===== config.mk =====
export PLATFORM = sky130hd
export DESIGN_NAME = ps2_key_tracker
export DESIGN_NICKNAME = d
export VERILOG_FILES = /design/src/rtl/piano_kbd_pkg.sv /design/src/rtl/scancode_to_key.sv /design/src/rtl/ps2_key_tracker.sv
export SDC_FILE = /design/constraint.sdc
export NUM_CORES = 1
export LEC_CHECK = 0
export ABC_AREA = 1
export CAP_MARGIN = 20
export CORE_MARGIN = 4
export CORE_UTILIZATION = 47
export CTS_CLUSTER_DIAMETER = 30
export CTS_CLUSTER_SIZE = 8
export DETAILED_ROUTE_END_ITERATION = 10
export PLACE_DENSITY = 0.79
export SLEW_MARGIN = 20
export SYNTH_ARGS = -nofsm -noshare
export SYNTH_HDL_FRONTEND = slang
export SYNTH_SLANG_ARGS = --single-unit

===== constraint.sdc =====
create_clock -name clk -period 13 [get_ports clk]
set_clock_uncertainty 0.15 [all_clocks]
set_input_delay 2.6 -clock clk [delete_from_list [all_inputs] [get_ports clk]]
set_output_delay 2.6 -clock clk [all_outputs]
set_load 0.05 [all_outputs]

===== src/rtl/piano_kbd_pkg.sv =====
// Shared definitions for the PS/2 piano keyboard front end: decoder states,
// special scancode bytes and the scancode-to-key map.
package piano_kbd_pkg;

  // Prefix-tracking decoder states
  typedef enum logic [1:0] {
    IDLE    = 2'd0,
    BRK     = 2'd1,
    EXT     = 2'd2,
    EXT_BRK = 2'd3
  } kbd_state_t;

  // Special set-2 bytes
  localparam logic [7:0] SC_BREAK  = 8'hF0;
  localparam logic [7:0] SC_EXT    = 8'hE0;
  localparam logic [7:0] SC_ACK    = 8'hFA;
  localparam logic [7:0] SC_BAT_OK = 8'hAA;
  localparam logic [7:0] SC_ECHO   = 8'hEE;
  localparam logic [7:0] SC_ERR_00 = 8'h00;
  localparam logic [7:0] SC_ERR_FF = 8'hFF;
  localparam logic [7:0] SC_RESEND = 8'hFE;

  localparam int NUM_KEYS = 32;

  // Entry i is the make code of key i (key i drives mask bit i)
  localparam logic [7:0] KEYMAP [NUM_KEYS] = '{
    8'h1A, 8'h1B, 8'h22, 8'h23, 8'h21, 8'h2A, 8'h34, 8'h32,
    8'h33, 8'h31, 8'h3B, 8'h3A, 8'h41,
    8'h15, 8'h1E, 8'h1D, 8'h26, 8'h24, 8'h2D, 8'h2E, 8'h2C,
    8'h36, 8'h35, 8'h3D, 8'h3C, 8'h43, 8'h46, 8'h44, 8'h45,
    8'h4D,
    8'h54, 8'h5B
  };

endpackage


===== src/rtl/scancode_to_key.sv =====
// Combinational lookup of a scancode in the key map: hit=1 and idx=key number
// when the code belongs to a piano key.
module scancode_to_key
  import piano_kbd_pkg::*;
(
  input  logic [7:0] code,
  output logic       hit,
  output logic [4:0] idx
);

  // Linear search of the table; codes are unique so at most one entry matches
  always_comb begin
    hit = 1'b0;
    idx = 5'd0;
    for (int i = 0; i < NUM_KEYS; i++) begin
      if (code == KEYMAP[i]) begin
        hit = 1'b1;
        idx = 5'(i);
      end
    end
  end

endmodule


===== src/rtl/ps2_key_tracker.sv =====
// Turns the PS/2 set-2 byte stream into a held-key mask for the sine bank.
// Handshake: rx_valid is a one-cycle strobe qualifying rx_data; there is no
// back-pressure, so every strobed byte is consumed in the cycle it appears and
// its effect is visible on the registered outputs after the next rising edge.
module ps2_key_tracker
  import piano_kbd_pkg::*;
#(
  parameter int MAX_KEYS = 32
) (
  input  logic        clk,
  input  logic        resetn,
  input  logic [7:0]  rx_data,
  input  logic        rx_valid,
  output logic [31:0] keyPressed,
  output logic        key_evt,
  output logic [4:0]  key_evt_idx,
  output logic        key_evt_make,
  output logic        kbd_error
);

  localparam logic [5:0] CAP = 6'(MAX_KEYS);

  kbd_state_t  state, state_next;
  logic [31:0] mask_next;
  logic        evt_next, make_next, err_next;
  logic        do_make, do_break;
  logic        key_hit;
  logic [4:0]  key_idx;

  logic [5:0]  pc_l0 [32];
  logic [5:0]  pc_l1 [16];
  logic [5:0]  pc_l2 [8];
  logic [5:0]  pc_l3 [4];
  logic [5:0]  pc_l4 [2];
  logic [5:0]  pc_total;

  scancode_to_key u_map (
    .code (rx_data),
    .hit  (key_hit),
    .idx  (key_idx)
  );

  // Popcount of the registered mask as a balanced adder tree
  always_comb begin
    for (int i = 0; i < 32; i++) pc_l0[i] = 6'(keyPressed[i]);
    for (int i = 0; i < 16; i++) pc_l1[i] = pc_l0[2*i] + pc_l0[2*i+1];
    for (int i = 0; i < 8; i++)  pc_l2[i] = pc_l1[2*i] + pc_l1[2*i+1];
    for (int i = 0; i < 4; i++)  pc_l3[i] = pc_l2[2*i] + pc_l2[2*i+1];
    for (int i = 0; i < 2; i++)  pc_l4[i] = pc_l3[2*i] + pc_l3[2*i+1];
    pc_total = pc_l4[0] + pc_l4[1];
  end

  // Prefix decoder and mask update; nothing moves without rx_valid
  always_comb begin
    state_next = state;
    mask_next  = keyPressed;
    evt_next   = 1'b0;
    make_next  = 1'b0;
    err_next   = 1'b0;
    do_make    = 1'b0;
    do_break   = 1'b0;
    if (rx_valid) begin
      case (state)
        IDLE: begin
          if (rx_data == SC_BREAK) begin
            state_next = BRK;
          end else if (rx_data == SC_EXT) begin
            state_next = EXT;
          end else if (rx_data == SC_ACK || rx_data == SC_BAT_OK ||
                       rx_data == SC_ECHO) begin
            state_next = IDLE;
          end else if (rx_data == SC_ERR_00 || rx_data == SC_ERR_FF ||
                       rx_data == SC_RESEND) begin
            // Keyboard trouble: silence everything rather than risk stuck notes
            mask_next = '0;
            err_next  = 1'b1;
          end else begin
            do_make = 1'b1;
          end
        end
        BRK: begin
          do_break   = 1'b1;
          state_next = IDLE;
        end
        EXT: begin
          state_next = (rx_data == SC_BREAK) ? EXT_BRK : IDLE;
        end
        EXT_BRK: begin
          state_next = IDLE;
        end
        default: state_next = IDLE;
      endcase
    end
    // Auto-repeat makes and releases of silent keys fall through with no event
    if (do_make && key_hit && !keyPressed[key_idx] && pc_total < CAP) begin
      mask_next[key_idx] = 1'b1;
      evt_next           = 1'b1;
      make_next          = 1'b1;
    end
    if (do_break && key_hit && keyPressed[key_idx]) begin
      mask_next[key_idx] = 1'b0;
      evt_next           = 1'b1;
    end
  end

  // Output and state registers; event index/direction hold until the next event
  always_ff @(posedge clk) begin
    if (!resetn) begin
      state        <= IDLE;
      keyPressed   <= '0;
      key_evt      <= 1'b0;
      key_evt_idx  <= '0;
      key_evt_make <= 1'b0;
      kbd_error    <= 1'b0;
    end else begin
      state      <= state_next;
      keyPressed <= mask_next;
      key_evt    <= evt_next;
      kbd_error  <= err_next;
      if (evt_next) begin
        key_evt_idx  <= key_idx;
        key_evt_make <= make_next;
      end
    end
  end

endmodule


Yosys cells after proc, flatten, opt, wreduce, memory -nomap -nowiden. Index checks and enable logic that the tools add are counted.

Register bits after elaboration: 42. Output and inout port bits: 40. Logic and storage cells: 196.

$add $sub $neg: 31. Order comparisons: 3. Eq/ne operators: 43. Mux-type cells: 91. Bitwise operators: 6. Reductions and logical operators: 16.

Operators with widths (count): two-way mux 32 bit (8); equality test 8 x 6 -> 1 bit (second input constant) (19); two-way mux 5 bit (16); equality test 8 x 7 -> 1 bit (second input constant) (8); equality test 8 bit (second input constant) (7); two-way mux 1 bit (46); equality test 8 x 5 -> 1 bit (second input constant) (5); adder 1 x 1 -> 2 bit (16); bitwise AND 32 bit (1); two-way mux 4 bit (8); inverter 32 bit (1); bitwise OR 32 bit (1); adder 2 x 2 -> 3 bit (8); adder 3 x 3 -> 4 bit (4); two-way mux 2 bit (6); two-way mux 3 bit (4); adder 4 x 4 -> 5 bit (2); logical NOT 8 bit (1); adder 5 x 5 -> 6 bit (1); logical AND 1 bit (6); less-than comparator 5 x 6 -> 1 bit (second input constant) (1); less-than comparator 6 bit (second input constant) (1); case mux 2 bit (3 select lines) (1); OR reduction 6 bit (1); 12 further kinds (18).

Depth between registers and ports, before layout. Gate-level depths: netlist (run 1).

Depth in word-level cells: 40. Depth in mapped cells: 26. Depth with buffers taken out: 25.

Cells and area by module. Synthesis (run 1) repeated with hierarchy kept, for this count alone.

Cell total of the unflattened synthesis: 637. Area, all modules: 3861.2 um^2.

Modules (own cells, without submodules): ps2_key_tracker (instances 1, cells each 523, area an instance 3314.4 um^2, seq. area each 840.8 um^2); scancode_to_key (instances 1, cells each 114, area an instance 546.8 um^2, seq. area each 0.0 um^2).

Worst setup path after synthesis (run 1). No wires, ideal clock.

Kind: flip-flop to flip-flop. Start point: reg keyPressed[5]. End point: reg keyPressed[13]. Setup time: 0.064 ns. Arrival time: 5.258 ns. Data required time: 12.786 ns. Slack: 7.528 ns. Cell stages (with the launch flop): 22. Cell sequence: dfxtp_1 -> inv_1 -> fa_1 -> fa_1 -> fa_1 -> inv_1 -> fa_1 -> fa_1 -> fa_1 -> ha_1 -> nand2_1 -> nor2_1 -> o21a_1 -> o21a_1 -> o21ai_0 -> nand4_1 -> nor2_1 -> nand3_4 -> buf_6 -> nor2_1 -> nor2_1 -> nor2_1.

Cells in the longest elaborated chain, start to end: 10.

Ends and longest elaborated chain: start: declaration (RTL line ps2_key_tracker.sv:14) `output logic [31:0] keyPressed,`; start signal: assignment (RTL line ps2_key_tracker.sv:117) `keyPressed <= mask_next;`; adder 1 x 1 -> 2 bit (RTL line ps2_key_tracker.sv:46) `for (int i = 0; i < 16; i++) pc_l1[i] = pc_l0[2*i] + pc_l0[2*i+1];`; adder 2 x 2 -> 3 bit (RTL line ps2_key_tracker.sv:47) `for (int i = 0; i < 8; i++) pc_l2[i] = pc_l1[2*i] + pc_l1[2*i+1];`; adder 3 x 3 -> 4 bit (RTL line ps2_key_tracker.sv:48) `for (int i = 0; i < 4; i++) pc_l3[i] = pc_l2[2*i] + pc_l2[2*i+1];`; adder 4 x 4 -> 5 bit (RTL line ps2_key_tracker.sv:49) `for (int i = 0; i < 2; i++) pc_l4[i] = pc_l3[2*i] + pc_l3[2*i+1];`; adder 5 x 5 -> 6 bit (RTL line ps2_key_tracker.sv:50) `pc_total = pc_l4[0] + pc_l4[1];`; less-than comparator 6 bit (RTL line ps2_key_tracker.sv:95) `if (do_make && key_hit && !keyPressed[key_idx] && pc_total < CAP) begin`; logical AND 1 bit (RTL line ps2_key_tracker.sv:95); two-way mux 32 bit (RTL line ps2_key_tracker.sv:95); bitwise AND 32 bit (no source line); two-way mux 32 bit (*) (RTL line ps2_key_tracker.sv:100) `if (do_break && key_hit && keyPressed[key_idx]) begin`.

Mark *: on every way between the ends. The rest lies on a longest branch, timed or not. The select of a mux whose other input is x is not followed. A chain may end at the register's enable or synchronous reset.

Worst setup path in the final report (run 1).
Start point: in rx_data[0]. End point: reg key_evt_idx[0].

Cells in the longest elaborated chain, start to end: 39.

Ends and longest elaborated chain: start: declaration (RTL line ps2_key_tracker.sv:12) `input logic [7:0] rx_data,`; equality test 8 x 5 -> 1 bit (RTL line scancode_to_key.sv:16) `if (code == KEYMAP[i]) begin`; two-way mux 1 bit (RTL line scancode_to_key.sv:16); two-way mux 2 bit (2 in a row) (RTL line scancode_to_key.sv:16); two-way mux 3 bit (4 in a row) (RTL line scancode_to_key.sv:16); two-way mux 4 bit (8 in a row) (RTL line scancode_to_key.sv:16); two-way mux 5 bit (16 in a row) (RTL line scancode_to_key.sv:16); binary-select mux 1 bit (select 5 bit) (RTL line ps2_key_tracker.sv:95, ps2_key_tracker.sv:100); two-way mux 1 bit (not written as such) (RTL line ps2_key_tracker.sv:95, ps2_key_tracker.sv:100); logical NOT 1 bit (RTL line ps2_key_tracker.sv:95); logical AND 1 bit (2 in a row) (RTL line ps2_key_tracker.sv:95); two-way mux 1 bit (RTL line ps2_key_tracker.sv:95); two-way mux 1 bit (RTL line ps2_key_tracker.sv:100); end signal: assignment (RTL line ps2_key_tracker.sv:121) `key_evt_idx <= key_idx;`; end: declaration (RTL line ps2_key_tracker.sv:16) `output logic [4:0] key_evt_idx,`.

Several ways; a longest one is shown, not always the timed one. The select of a mux whose other input is x is not followed.

==> run metrics, run 1 <==
Max stage delay on crit path 0.62 ns; Die H 96.8 um; largest area contributor in the netlist dfxtp_1; H-tree levels 2; Ys Warns 0; Setup Total Neg Slack 0 ns; IO Pins 51; clock root buffer clkbuf_8; CP max-delay cell nand4_1; Placement Cell Area 0.00423 mm^2; Syn-to-layout area delta 17.9%; most used cell, CP nand2_1; final antenna-violating net count 0; die width 96.8 um; syn_nets 651; Peak VDD IR 45.7 uV; CP Class primary input to flop; Final min period 6.26 ns; Total Die Area 0.00938 mm^2; Worst-Skew Late Latency 0.30 ns; Post-Route Utilization 56.9%; Longest Clk Path Bufs 2; Final nets 691; Seq/Total Area, Yosys 22.7%; ys async rst share 0%; vias in the first global route 3,507; port bufs 50; GRT Total Usage 22.3%; DP HPWL 8.28 mm; clock slew at reported path FFs 0.09 ns; Routed WL 10.4 mm; Critical Path RT 13.05 ns; status finished, final reports clean; top_reg_cell synth dfxtp_1; initial drt markers 255; design area 0.00437 mm^2; cts-stage hold buffer count 0; TritonCTS Buffers 5; RSZ-0062 raised after global routing no; crit start category primary input; routability congestion estimate 0.946; Post-Place Cells 746; # DRC 0; post-synthesis cell count 611; Worst Path Arrival 6.31 ns; Hold Crit Class flop to flop; remaining global-route overflow 0; CTS tree yes; share of the synthesized area in the top cell type 22.7%; Crit path buffers/inverters 3; CP Capture Type flop; Hold Vio Cnt, Final 0; Max Cap Viol 0; Period Utilization, post-route 48.2%; CP Max Fanout 35; routed via count 3,849; mean number of vias per cell 5.10; core area 0.00769 mm^2; Worst slew margin 46.0%; critical path's top delay family simple AND/OR/NAND/NOR gates; Seq cells post-synth 42; largest net degree at the start of global routing 40; Final WS setup 6.74 ns; Slew Viols, Final 0; Mapped Area 0.00371 mm^2; Core Rows 32; layout cells sized above 1 5.67%; synth top area cells dfxtp_1 23%, nor2_1 20%, fa_1 12%; number of synthesized flops with an enable pin 0; Final setup violation count 0; worst slack at placement 6.43 ns; syn avg cell area 6.07 um^2; Max Fclk 160 MHz; Least-Margin Pin Slew 0.808 ns; post-CTS setup buffer count 0; final cell count without fillers 754; pwr/cell area 69.0 mW/mm^2; FILL cells 746; WL/cell 13.8 um; first-pass GRT wire length 17.4 mm; Multi-input gate area 0.00235 mm^2; Num Clock Sinks 42; Initial Utilization 48.2%; FF/Latch Area 841 um^2; Netlist cell types 29; 1st-pass router iterations 5; Leak 1.94 nW; crit-path cells clkdlybuf4s50_1, inv_2, nand2_1, nor2_1, nand2_2, nand3_1, nor2_1, nand4_1, nor2_1, nand4_1, nor2_1, nand4_1, nand2_1, nand2_1, nand2_1, nand2_1, nand2_1, nand2_1, nor2_4, nand3_4, nand2_4, inv_2, nor2_1, nor2_1; post_cts resized 0; initial antenna violation count 0; n_diodes 0
-- final timing paths --
kind	start	cells past startpoint	slack (ns)	endpoint
setup / recovery	rx_data[0]	24	6.74	key_evt_idx[0]
hold / removal	key_evt_make	2	0.33	key_evt_make
setup reg to reg	keyPressed[0]	21	6.94	key_evt_idx[0]
hold reg to reg	key_evt_make	2	0.33	key_evt_make
-- layer usage --
metal / global-route usage, % / vias up / wire, um
met2: 37.4 / 160 / 4940
li1: - / 1937 / -
met5: 0 / - / 0
met3: 3.53 / 17 / 771
met1: 29.7 / 1735 / 4570
met4: 6.16 / 0 / 160
-- through the flow --
stage | hold slack, ns | power (mW)
finish | 0.326 | 0.302
global route | 0.359 | 0.313
floorplan | 0.304 | 0.162
global placement | 0.316 | 0.172
detailed placement | 0.320 | 0.173
CTS | 0.332 | 0.302
-- power breakdown --
part           switching (mW)  leakage (nW)  total (mW)  internal (mW)
registers             0.00101         0.339       0.131          0.130
logic                  0.0267          1.53      0.0393         0.0126
clock network          0.0496        0.0714       0.132         0.0820
total                  0.0774          1.94       0.302          0.225
-- cells in the mapped netlist, types with 2 or more instances --
master,n
o21ai_1,30
nor2_2,4
inv_1,93
nor3_1,9
dfxtp_1,42
nand2_1,110
nand4_1,23
nand2_4,2
o21a_1,2
a21oi_1,2
buf_6,7
inv_2,11
ha_1,6
nor2_1,197
nand2_2,4
and3_1,2
buf_2,2
fa_1,23
nand3_1,13
o21ai_0,7
nor2_4,3
nor4_1,3
clkbuf_1,10
-- logic make-up (layout without fill, tap and decap cells) --
family | Yosys count | in the layout | synth area share, %
simple gates | 372 | 372 | 42.4
buf+inv | 124 | 165 | 14.0
compound gates | 44 | 44 | 6.48
flops | 42 | 42 | 22.7
fa+ha+maj | 29 | 29 | 14.4
-- layout make-up --
| class | count | area share, % |
|---|---|---|
| multi-input cells | 445 | 53.8 |
| flip-flops and latches | 42 | 19.2 |
| repair buffers | 52 | 11.8 |
| inverters | 105 | 9.01 |
| well taps | 102 | 2.92 |
| clock buffers | 6 | 1.89 |
| clock inverters | 2 | 1.37 |
-- worst reg2reg max path, stage by stage, from the launching register on --
cell and delay, ns:
dfxtp_1 0.38, fa_1 0.56, inv_1 0.05, fa_1 0.38
inv_1 0.09, fa_1 0.47, fa_1 0.53, fa_1 0.54
fa_1 0.50, ha_1 0.30, nand2_1 0.06, nor2_1 0.04
o21a_1 0.16, o21a_1 0.16, o21ai_0 0.38, nand4_1 0.16
nor2_1 0.24, nand3_4 0.37, nand2_4 0.26, inv_2 0.05
nor2_1 0.08, nor2_1 0.05
-- sequential cells by signal, indices dropped and copies added, names as in the netlist --
register,cells
key_evt,1
kbd_error,1
keyPressed,32
key_evt_idx,5
state,2
key_evt_make,1
-- layout by cell type (no fill, tap or decap), drive strengths merged --
cell type | Yosys | layout
clkinv | 1 | 1
nor4 | 3 | 3
nand3 | 15 | 15
nor3 | 9 | 9
clkbuf | 10 | 6
nand2 | 116 | 116
inv | 104 | 104
a21oi | 2 | 2
dfxtp | 42 | 42
fa | 23 | 23
o21ai | 37 | 37
o2111a | 1 | 1
and3 | 2 | 2
bufinv | 0 | 2
nor2 | 204 | 204
o211a | 1 | 1
nand4 | 23 | 23
o21a | 2 | 2
clkdlybuf4s50 | 0 | 50
ha | 6 | 6
buf | 9 | 2
a32oi | 1 | 1
(Power assumes the default switching activity.)
==> run 2, diff against run 1 <==
==> constraint.sdc (replaced) <==
create_clock -name clk -period 6.4 [get_ports clk]
set_clock_uncertainty 0.15 [all_clocks]
set_input_delay 1.28 -clock clk [delete_from_list [all_inputs] [get_ports clk]]
set_output_delay 1.28 -clock clk [all_outputs]
set_load 0.05 [all_outputs]
==> run metrics, run 2 (same netlist as run 1, synthesis figures left out) <==
status finished, final reports clean; Worst Path Arrival 5.88 ns; flop-to-flop setup slack 0.57 ns; most common cell after layout, fill and taps aside nor2_1; Worst slew margin 51.6%; critical path's top delay family adder cells; cts-stage hold buffer count 0; crit start category flop; post-CTS setup buffer count 0; Period Utilization, post-route 91.1%; Setup Total Neg Slack 0 ns; Sequential Power Share 48.2%; switch share 27.7%; Core Rows 32; Max Fclk 172 MHz; Final min period 5.83 ns; Peak VDD IR 63.1 uV; final antenna-violating net count 0; CP Max Fanout 35; initial antenna violation count 0; # DRC 0; GRT Total Usage 23.4%; Gate power share 14.9%; layout cells sized above 1 5.96%; H-tree levels 2; Slew Viols, Final 0; routability congestion estimate 0.978; n_diodes 0; Num Clock Sinks 42; IO Pins 51; FF/Latch Area 841 um^2; Syn-to-layout area delta 17.4%; Post-Route Utilization 56.7%; most used cell, CP fa_1; Max Cap Viol 0; Initial Utilization 48.2%; mean number of vias per cell 5.19; remaining global-route overflow 0; 1st-pass router iterations 5; Leak 1.93 nW; Crit path buffers/inverters 3; core area 0.00769 mm^2; first-pass GRT wire length 18.2 mm; CP Class flop to flop; clock root buffer clkbuf_8; WL/cell 14.2 um; most frequent cells in the layout 197 x nor2_1, 110 x nand2_1, 93 x inv_1, 50 x clkdlybuf4s50_1, 42 x dfxtp_1; pwr/cell area 127 mW/mm^2; Largest Register keyPressed; worst flop-to-flop path startpoint keyPressed[5]; post_cts resized 0; Longest Clk Path Bufs 2; Hold Vio Cnt, Final 0; initial drt markers 229; largest registers keyPressed: 32 flops, key_evt_idx: 5 flops, state: 2 flops; Clock Power Share 36.9%; Least-Margin Pin Slew 0.724 ns; CTS tree yes; Worst-Skew Late Latency 0.30 ns; Worst Hold Path Cells 2; startpoint of the worst hold path key_evt_make; Total Die Area 0.00938 mm^2; die width 96.8 um; CP Capture Type flop; vias in the first global route 3,790; Routed WL 10.8 mm; Die H 96.8 um; Final setup violation count 0; design area 0.00436 mm^2; DP HPWL 8.27 mm; max FFs per register 32; WHS Endpoint key_evt_make; Hold Crit Class flop to flop; Psw 0.153 mW; CP max-delay cell fa_1; TritonCTS Buffers 5; r2r worst-path depth 21; Final nets 693; clock slew at reported path FFs 0.08 ns; Placement Cell Area 0.00425 mm^2; Setup crit start keyPressed[5]; RR Endpoint key_evt_idx[0]; largest net degree at the start of global routing 40; FILL cells 796; routed via count 3,923; Critical Path RT 6.45 ns; Multi-input gate area 0.00235 mm^2; Pint 0.399 mW; RSZ-0062 raised after global routing no; port bufs 50; crit-path cells inv_1, fa_1, fa_1, fa_1, inv_1, fa_1, fa_1, fa_1, ha_1, nand2_1, nor2_1, o21a_1, o21a_1, o21ai_0, nand4_1, nor2_1, nand3_4, nand2_4, inv_2, nor2_1, nor2_1; Max stage delay on crit path 0.57 ns
[run 2: changes by cell type in the layout (fill, tap and decap cells not counted)]
| cell | before | now |
|---|---|---|
| bufinv_16 | 2 | 0 |
| buf_4 | 2 | 4 |
| clkbuf_8 | 6 | 8 |
[run 2: worst max path at each step]
stage	endpoint	slack (ns)	depth (start not counted)
4_1_cts	key_evt_idx[0]	0.55	21
5_1_grt	key_evt_idx[3]	0.20	23
6_report	key_evt_idx[0]	0.57	21
3_3_place_gp	key_evt_idx[0]	0.77	21
2_1_floorplan	keyPressed[13]	0.93	21
3_5_place_dp	key_evt_idx[0]	0.56	21
[run 2: stage by stage]
stage / hold slack, ns / total power [mW] / setup WS (ns) / cells
finish: 0.323 / 0.552 / 0.571 / 756
global route: 0.354 / 0.575 / 0.200 / 756
CTS: 0.327 / 0.554 / 0.548 / 756
detailed placement: 0.315 / 0.353 / 0.564 / 748
global placement: 0.313 / 0.351 / 0.774 / 748
floorplan: 0.304 / 0.328 / 0.928 / 611
[run 2: worst min-delay path, stage by stage, from the launching register on]
cell and delay (ns):
dfxtp_1 0.32, nand2_1 0.06, a21oi_1 0.05
[run 2: layer usage]
| layer | vias up | track usage (%) | wire, um |
|---|---|---|---|
| li1 | 1937 | - | - |
| met1 | 1822 | 30.8 | 4670 |
| met2 | 145 | 40.1 | 5160 |
| met3 | 19 | 2.52 | 731 |
| met4 | 0 | 7.45 | 195 |
| met5 | - | 0 | 0 |
[run 2: area by class of cell]
type / instances / area share, %
clock buffers: 8 / 2.53
inverters: 105 / 9.05
multi-input cells: 445 / 54.0
flip-flops and latches: 42 / 19.3
well taps: 102 / 2.93
repair buffers: 54 / 12.2
[run 2: power groups by stage]
stage	Clock (mW)	Sequential, mW	Combinational [mW]
after floorplan	0	0.282	0.0468
after global placement	0	0.272	0.0795
after detailed placement	0	0.272	0.0808
after CTS	0.207	0.266	0.0811
after global routing	0.218	0.267	0.0903
final	0.203	0.266	0.0823
